$ cat src/rtl/sd_pkg.sv
// Purpose: shared types and constants for the SD SPI-mode command path.
// Latency: n/a (package only).
// Backpressure: n/a (package only).
// Contents: FSM state encoding, frame constants, CRC7 polynomial, common
// command indices, and a frame-byte selector used by the command sender.
package sd_pkg;

    typedef enum logic [2:0] {
        ST_IDLE,
        ST_CMD_ISSUE,
        ST_CMD_WAIT,
        ST_POLL_ISSUE,
        ST_POLL_WAIT,
        ST_TRAIL_ISSUE,
        ST_TRAIL_WAIT
    } sd_state_e;

    localparam logic [7:0] SD_FILL_BYTE  = 8'hFF;
    localparam logic [1:0] SD_START_BITS = 2'b01;
    localparam logic [6:0] CRC7_POLY     = 7'h09;   // x^7 + x^3 + 1
    localparam logic [2:0] SD_LAST_BYTE  = 3'd5;    // index of the CRC byte

    localparam logic [5:0] CMD0   = 6'd0;
    localparam logic [5:0] CMD8   = 6'd8;
    localparam logic [5:0] CMD17  = 6'd17;
    localparam logic [5:0] CMD55  = 6'd55;
    localparam logic [5:0] CMD58  = 6'd58;
    localparam logic [5:0] ACMD41 = 6'd41;

    // Byte idx of the 6-byte command frame, MSB first. Byte 5 carries the
    // CRC accumulated over bytes 0..4 plus the end bit.
    function automatic logic [7:0] sd_frame_byte(
        input logic [2:0]  idx,
        input logic [5:0]  cmd,
        input logic [31:0] arg,
        input logic [6:0]  crc
    );
        logic [7:0] b;
        case (idx)
            3'd0:    b = {SD_START_BITS, cmd};
            3'd1:    b = arg[31:24];
            3'd2:    b = arg[23:16];
            3'd3:    b = arg[15:8];
            3'd4:    b = arg[7:0];
            default: b = {crc, 1'b1};
        endcase
        return b;
    endfunction

endpackage

$ cat src/rtl/sd_crc7.sv
// Purpose: byte-wise CRC7 (x^7+x^3+1) next-state, MSB of the byte first.
// Latency: combinational, zero cycles.
// Backpressure: none; pure function of its inputs.
// Ports: crc_in  - running CRC before this byte
//        data    - byte being folded in
//        crc_out - running CRC after this byte
module sd_crc7 (
    input  logic [6:0] crc_in,
    input  logic [7:0] data,
    output logic [6:0] crc_out
);
    import sd_pkg::*;

    logic [6:0] acc;
    logic       fb;

    always_comb begin
        acc = crc_in;
        fb  = 1'b0;
        for (int i = 7; i >= 0; i--) begin
            fb  = acc[6] ^ data[i];
            acc = {acc[5:0], 1'b0};
            if (fb) begin
                acc = acc ^ CRC7_POLY;
            end
        end
        crc_out = acc;
    end

endmodule

$ cat src/rtl/sd_cmd_sender.sv
// Purpose: builds an SD SPI-mode command frame, sends it, polls for R1, clocks a fill byte.
// Latency: first spi_execute two cycles after an accepted start; done one cycle after the trail byte finishes.
// Backpressure: one byte in flight; waits on spi_finished per byte; start ignored unless idle.
// Ports: clk/reset (async active-high); start, cmd_index, cmd_arg request a command;
//        busy, done, r1, timeout report status; cs_n is the card select;
//        spi_execute/spi_out_word/spi_in_word/spi_finished drive the byte-level SPI engine.
module sd_cmd_sender #(
    parameter int RESP_TIMEOUT = 8
) (
    input  logic        clk,
    input  logic        reset,
    input  logic        start,
    input  logic [5:0]  cmd_index,
    input  logic [31:0] cmd_arg,
    output logic        busy,
    output logic        done,
    output logic [7:0]  r1,
    output logic        timeout,
    output logic        cs_n,
    output logic        spi_execute,
    output logic [7:0]  spi_out_word,
    input  logic [7:0]  spi_in_word,
    input  logic        spi_finished
);
    import sd_pkg::*;

    localparam logic [7:0] POLL_LAST = 8'(RESP_TIMEOUT - 1);

    sd_state_e   state_q, state_d;
    logic [2:0]  byte_cnt_q, byte_cnt_d;
    logic [7:0]  poll_cnt_q, poll_cnt_d;
    logic [6:0]  crc_q, crc_d, crc_next;
    logic [5:0]  cmd_q, cmd_d;
    logic [31:0] arg_q, arg_d;
    logic        busy_d, done_d, timeout_d, cs_n_d, exec_d;
    logic [7:0]  r1_d, out_d, cur_byte;
    logic        fin;

    // A strobe coinciding with our own execute pulse cannot belong to this byte.
    assign fin      = spi_finished & ~spi_execute;
    assign cur_byte = sd_frame_byte(byte_cnt_q, cmd_q, arg_q, crc_q);

    sd_crc7 u_crc7 (
        .crc_in  (crc_q),
        .data    (cur_byte),
        .crc_out (crc_next)
    );

    always_comb begin
        state_d    = state_q;
        byte_cnt_d = byte_cnt_q;
        poll_cnt_d = poll_cnt_q;
        crc_d      = crc_q;
        cmd_d      = cmd_q;
        arg_d      = arg_q;
        busy_d     = busy;
        done_d     = 1'b0;
        r1_d       = r1;
        timeout_d  = timeout;
        cs_n_d     = cs_n;
        exec_d     = 1'b0;
        out_d      = spi_out_word;

        case (state_q)
            ST_IDLE: begin
                // busy stays high through the done cycle, then falls here.
                busy_d = 1'b0;
                if (start) begin
                    cmd_d      = cmd_index;
                    arg_d      = cmd_arg;
                    byte_cnt_d = 3'd0;
                    poll_cnt_d = 8'd0;
                    crc_d      = 7'd0;
                    timeout_d  = 1'b0;
                    r1_d       = SD_FILL_BYTE;
                    cs_n_d     = 1'b0;
                    busy_d     = 1'b1;
                    state_d    = ST_CMD_ISSUE;
                end
            end
            ST_CMD_ISSUE: begin
                out_d  = cur_byte;
                exec_d = 1'b1;
                // CRC accumulates as each of bytes 0..4 goes out.
                if (byte_cnt_q != SD_LAST_BYTE) begin
                    crc_d = crc_next;
                end
                state_d = ST_CMD_WAIT;
            end
            ST_CMD_WAIT: begin
                if (fin) begin
                    if (byte_cnt_q == SD_LAST_BYTE) begin
                        state_d = ST_POLL_ISSUE;
                    end else begin
                        byte_cnt_d = byte_cnt_q + 3'd1;
                        state_d    = ST_CMD_ISSUE;
                    end
                end
            end
            ST_POLL_ISSUE: begin
                out_d   = SD_FILL_BYTE;
                exec_d  = 1'b1;
                state_d = ST_POLL_WAIT;
            end
            ST_POLL_WAIT: begin
                if (fin) begin
                    if (!spi_in_word[7]) begin
                        r1_d    = spi_in_word;
                        state_d = ST_TRAIL_ISSUE;
                    end else if (poll_cnt_q == POLL_LAST) begin
                        timeout_d = 1'b1;
                        state_d   = ST_TRAIL_ISSUE;
                    end else begin
                        poll_cnt_d = poll_cnt_q + 8'd1;
                        state_d    = ST_POLL_ISSUE;
                    end
                end
            end
            ST_TRAIL_ISSUE: begin
                out_d   = SD_FILL_BYTE;
                exec_d  = 1'b1;
                state_d = ST_TRAIL_WAIT;
            end
            ST_TRAIL_WAIT: begin
                if (fin) begin
                    cs_n_d  = 1'b1;
                    done_d  = 1'b1;
                    state_d = ST_IDLE;
                end
            end
            default: begin
                state_d = ST_IDLE;
            end
        endcase
    end

    always_ff @(posedge clk or posedge reset) begin
        if (reset) begin
            state_q      <= ST_IDLE;
            byte_cnt_q   <= 3'd0;
            poll_cnt_q   <= 8'd0;
            crc_q        <= 7'd0;
            cmd_q        <= 6'd0;
            arg_q        <= 32'd0;
            busy         <= 1'b0;
            done         <= 1'b0;
            r1           <= SD_FILL_BYTE;
            timeout      <= 1'b0;
            cs_n         <= 1'b1;
            spi_execute  <= 1'b0;
            spi_out_word <= SD_FILL_BYTE;
        end else begin
            state_q      <= state_d;
            byte_cnt_q   <= byte_cnt_d;
            poll_cnt_q   <= poll_cnt_d;
            crc_q        <= crc_d;
            cmd_q        <= cmd_d;
            arg_q        <= arg_d;
            busy         <= busy_d;
            done         <= done_d;
            r1           <= r1_d;
            timeout      <= timeout_d;
            cs_n         <= cs_n_d;
            spi_execute  <= exec_d;
            spi_out_word <= out_d;
        end
    end

endmodule

$ cat config.mk
export PLATFORM = sky130hd
export DESIGN_NAME = sd_cmd_sender
export DESIGN_NICKNAME = d
export VERILOG_FILES = /design/src/rtl/sd_pkg.sv /design/src/rtl/sd_crc7.sv /design/src/rtl/sd_cmd_sender.sv
export SDC_FILE = /design/constraint.sdc
export NUM_CORES = 1
export LEC_CHECK = 0
export CAP_MARGIN = 40
export CORE_ASPECT_RATIO = 0.9
export CORE_UTILIZATION = 40
export CTS_CLUSTER_SIZE = 40
export DETAILED_ROUTE_END_ITERATION = 16
export PLACE_DENSITY_LB_ADDON = 0.12
export RECOVER_POWER = 50
export SLEW_MARGIN = 20
export SYNTH_ARGS = -nofsm -noshare
export SYNTH_HDL_FRONTEND = slang
export SYNTH_SLANG_ARGS = --single-unit
$ cat constraint.sdc
create_clock -name clk -period 6.5 [get_ports clk]
set_input_delay 1.3 -clock clk [delete_from_list [all_inputs] [get_ports clk]]
set_output_delay 1.3 -clock clk [all_outputs]
set_load 0.01 [all_outputs]
[Yosys cells after proc, flatten, opt, wreduce, memory -nomap -nowiden]
Index checks and enable logic that the tools add are counted.
Operators by class
  add/sub/neg operators: 2
  reduce and logical (&&, ||, !) cells: 17
  equality and inequality tests: 23
  muxes and demuxes: 45
  bitwise logic cells: 18
Operator list (count)
  2-to-1 mux 8 bit: 7
  case mux 8 bit (2 select lines): 3
  case mux 8 bit (5 select lines): 1
  2-to-1 mux 4 bit: 8
  2-to-1 mux 3 bit: 9
  case mux 3 bit (7 select lines): 1
  inequality test 2 bit, second input constant: 10
  NOT 2 bit: 8
  equality test 3 bit, second input constant: 5
  2-to-1 mux 7 bit: 2
  case mux 7 bit (2 select lines): 1
  equality test 3 x 2 -> 1 bit, second input constant: 4
  AND reduction 4 bit: 3
  AND reduction 5 bit: 2
  nonzero test 2 bit: 5
  2-to-1 mux 1 bit: 9
  adder 8 x 1 -> 8 bit, second input constant: 1
  equality test 8 x 3 -> 1 bit, second input constant: 1
  XOR 1 bit: 8
  equality test 3 x 1 -> 1 bit, second input constant: 2
  logical NOT 3 bit: 2
  case mux 3 bit (2 select lines): 1
  AND reduction 3 bit: 2
  case mux 1 bit (2 select lines): 2
  other kinds (8): 8
Word-level totals
  output and inout bits: 21
  bits of input ports: 50
  word-level logic and storage cells: 118
  flip-flop bits (word level): 80

[Longest topological paths before layout]
  depth after elaboration: 20
  depth in mapped cells: 12
  depth with buffers taken out: 8

[Modules after synthesis]
A second synthesis with hierarchy kept.
Unflattened totals
  cell total of the unflattened synthesis: 434
  area, all modules: 4001.3 µm²
Modules (own cells, without submodules)
  sd_cmd_sender: seq. area each 2023.2 µm², instances 1, area each 3799.9 µm², cells an instance 418
  sd_crc7: seq. area each 0.0 µm², instances 1, area each 201.4 µm², cells an instance 16

[Worst setup path after synthesis]
Ideal clock, no wire load.
  kind: reg2reg
  start point: register byte_cnt_q[2]
  end point: register crc_q[6]
  arrival: 2.367 ns
  required time: 6.379 ns
  period minus slack after synthesis: 2.488 ns
  setup slack: 4.012 ns
  library setup time: 0.121 ns
  path buffers: 4
  stages on the path, launching flop included: 13
  path through: dfrtp_1 > buf_6 > buf_2 > inv_1 > ha_1 > buf_2 > or2_2 > or2_0 > clkbuf_1 > nand3_1 > o21ai_1 > xor3_1 > a22o_1
Between the ends
  word-level cells in the longest chain between the ends: 10
  elaborated cells between the ends (all ways): 20
  those cells by class: 6 x eq/ne; 8 x mux; 4 x bitwise; 2 x reduce/logical
Ends and longest elaborated chain
  from (decl): RTL line sd_cmd_sender.sv:30  | logic [2:0] byte_cnt_q, byte_cnt_d;
  from (signal assigned): RTL line sd_cmd_sender.sv:154  | byte_cnt_q <= byte_cnt_d;
  equality test 3 bit (tied with other cells): RTL line sd_pkg.sv:39  | case (idx)
  case mux 8 bit (5 select lines): RTL line sd_pkg.sv:39
  XOR 1 bit: RTL line sd_crc7.sv:21  | fb = acc[6] ^ data[i];
  2-to-1 mux 4 bit (3 in a row): RTL line sd_crc7.sv:23  | if (fb) begin
  NOT 2 bit (no line)
  2-to-1 mux 4 bit: RTL line sd_crc7.sv:23
  2-to-1 mux 7 bit: RTL line sd_cmd_sender.sv:85  | if (byte_cnt_q != SD_LAST_BYTE) begin
  case mux 7 bit (2 select lines): RTL line sd_cmd_sender.sv:64  | case (state_q)
  to (signal assigned): RTL line sd_cmd_sender.sv:156  | crc_q <= crc_d;
  to (decl): RTL line sd_cmd_sender.sv:32  | logic [6:0] crc_q, crc_d, crc_next;
Parallel ways exist; a longest one is shown, timed or not. The select of a mux whose other input is x is not followed.
A chain may end at the register's enable or synchronous reset.

[Worst setup path after layout]
  start point: input start
  end point: register crc_q[2]
Between the ends
  word-level cells in the longest chain between the ends: 2
Ends and longest elaborated chain
  from (decl): RTL line sd_cmd_sender.sv:12  | input logic start,
  inequality test 2 bit (no line)
  AND reduction 3 bit (no line)
No other way between the ends.

==> impl_metrics.env <==
export IMPL_status="finished, violations left"
export IMPL_violations="capacitance limit, slew limit"
export IMPL_ir_worst_vdd_uv=200
export IMPL_viasPerCell=5.09
export IMPL_p_per_area_nw_per_um2=481
export IMPL_cts_repair_resized=0
export IMPL_cts_tree="yes"
export IMPL_synth_edff_count=0
export IMPL_start_util_pct=41.1
export IMPL_ys_flop_type="dfrtp_1"
export IMPL_finClkSkew_ns=0.0103
export IMPL_postSynth_asyncResetShare_pct=100
export IMPL_yosysMostFrequentCell="nand2_1"
export IMPL_arrival_ns=4.37
export IMPL_place_hpwl_mm=6.50
export IMPL_fmax_mhz=243
export IMPL_drive_gt1_share_pct=8.58
export IMPL_post_cts_buffers=0
export IMPL_worstSetupStartpointType="input port"
export IMPL_layout_nets=564
export IMPL_cap_viol_max_count=1
export IMPL_clk_latency_ns=0.36
export IMPL_grtUsageTotal_pct=19.6
export IMPL_synth_seq_cells=80
export IMPL_grt_pass1_vias=3220
export IMPL_relSlewSlack_pct=-35.5
export IMPL_core_sq_um=9610
export IMPL_leakage_uw=0.00226
export IMPL_wire_per_inst_um=14.5
export IMPL_ant_nets=0
export IMPL_hold_class="flip-flop to flip-flop"
export IMPL_cp_slowest_stage_delay_ns=1.45
export IMPL_syn_area_per_cell_sq_um=8.80
export IMPL_syn2layout_area_growth_pct=26.9
export IMPL_ctsHoldBuffers=0
export IMPL_netlist_area_leader_share_pct=39.9
export IMPL_required_ns=6.75
export IMPL_crit_slowest_cell="clkbuf_1"
export IMPL_grt_setup_unrepaired="false"
export IMPL_timing_final_crit_period_ns=4.12
export IMPL_grt_pass1_wl_mm=15.4
export IMPL_num_vias=3255
export IMPL_setup_viol=0
export IMPL_rows=34
export IMPL_gp_congestion=0.807
export IMPL_grt_max_degree=60
export IMPL_cts_sinks=80
export IMPL_path_class="input port to flip-flop"
export IMPL_port_buffers=70
export IMPL_clockBufferDepth=2
export IMPL_htreeDepth=3
export IMPL_die_area_sq_um=10300
export IMPL_path_cells="dlygate4sd3_1, nand2_1, nor2_4, clkbuf_1, nor2_1, a22o_1"
export IMPL_first_pass_iters=4
export IMPL_hold_viol=0
export IMPL_drc_errors=0
export IMPL_synth_net_count=505
export IMPL_clockRootBuffer="clkbuf_8"
export IMPL_post_synth_most_frequent_cells="141 x nand2_1, 63 x dfrtp_1, 39 x nor2_1"
export IMPL_cts_buffers=9
export IMPL_min_period_over_period_pct=63.4
export IMPL_die_w_um=107
export IMPL_yosys_warnings=0
export IMPL_wl_mm=9.24
export IMPL_synthTopCellsByArea="dfrtp_1 40%, nand2_1 13%, dfstp_2 11%"
export IMPL_finalSetupTns_ns=0
export IMPL_synth_area_sq_um=3950
export IMPL_holdWs_ns=0.480
export IMPL_synthCells=449
export IMPL_worst_setup_path_end_kind="flip-flop"
export IMPL_antenna_found_initial=0
export IMPL_report_final_slew_viol_count=49
export IMPL_boundaryPins=71
export IMPL_num_antenna_cells=0
export IMPL_ys_seq_area_share_pct=51.2
export IMPL_yosysUniqueCellTypes=58
export IMPL_clk_pin_slew_ns=0.08
export IMPL_drtIter0Drc=112
export IMPL_die_height_um=96.3
export IMPL_yosysTopAreaCell="dfrtp_1"
export IMPL_grt_remaining_overflow=0
export IMPL_crit_fanout=48
export IMPL_tightest_slew_ns=2.03
[metal layers]
layer,global-route usage [%],wire (um),vias up
met5,0,0,-
met4,5.02,56,0
met3,4.54,374,5
met2,31.8,4310,75
met1,26.5,4500,1547
li1,-,-,1628
[state kept, by name (all words and copies together) (netlist names), 3 cells and up]
register,flops
arg_q,32
cmd_q,6
state_q,3
r1,8
byte_cnt_q,3
poll_cnt_q,8
crc_q,7
spi_out_word,8
[cells in the final DEF, fill, tap and decap left out, types with 3 or more instances in the layout]
cell / n
nand4b_1: 3
mux2i_1: 7
o21ai_1: 3
ha_1: 6
nor2_1: 38
o31ai_1: 3
o21ai_0: 15
inv_1: 11
bufinv_16: 3
clkbuf_8: 10
nand3_1: 12
dfstp_2: 17
dfrtp_1: 63
a21oi_1: 18
nand3b_1: 4
nand2_1: 141
a22o_1: 5
and2_1: 4
clkdlybuf4s50_1: 67
o211ai_1: 5
o22ai_1: 4
nor3_1: 7
xnor2_1: 7
or3_1: 4
dlygate4sd3_1: 3
[cell type report]
class,instances,area (sq um)
Fill cell,927,4600
Sequential cell,80,2020
Tap cell,126,158
Multi-Input combinational cell,332,1790
Timing Repair Buffer,74,756
Clock buffer,10,138
Inverter,11,41.3
Clock inverter,6,115
[logic make-up after synthesis]
logic type	share of synthesized area, %
fa+ha+maj	1.90
mux	2.44
compound gates	12.7
simple gates	25.4
xor+xnor	2.60
buf+inv	3.83
flops	51.2
[stage by stage]
step	total power, uW	cell area, sq um	utilization, %	worst slack, ns	std cells
6_report	2410	5020	52.2	2.38	639
5_1_grt	2600	5020	52.2	2.04	639
4_1_cts	2420	4980	51.8	3.44	637
3_5_place_dp	1950	4720	49.1	3.31	621
3_3_place_gp	1930	4720	49.1	3.32	621
2_1_floorplan	1620	3950	-	3.18	449
[worst paths after layout]
check | slack [ns] | cells after the start | end | start
max | 2.38 | 6 | crc_q[2] | start
min | 0.48 | 2 | arg_q[23] | arg_q[23]
max reg2reg | 3.14 | 6 | crc_q[2] | state_q[2]
min reg2reg | 0.48 | 2 | arg_q[23] | arg_q[23]
max in group asynchronous | 3.90 | 4 | spi_out_word[1] | reset
min in group asynchronous | 1.54 | 2 | arg_q[4] | reset
[power breakdown]
group,switching (uW),internal [uW]
Clock,192,268
Sequential,141,729
Combinational,597,488
Total,930,1490
[critical path, delay by kind of cell]
| family | cells | cell delay, ns |
|---|---|---|
| buffers and inverters | 2 | 2.02 |
| AO/OA/AOI/OAI | 1 | 0.38 |
| AND/OR/NAND/NOR | 3 | 0.68 |
Note: power is estimated with default switching activity, not from simulation.
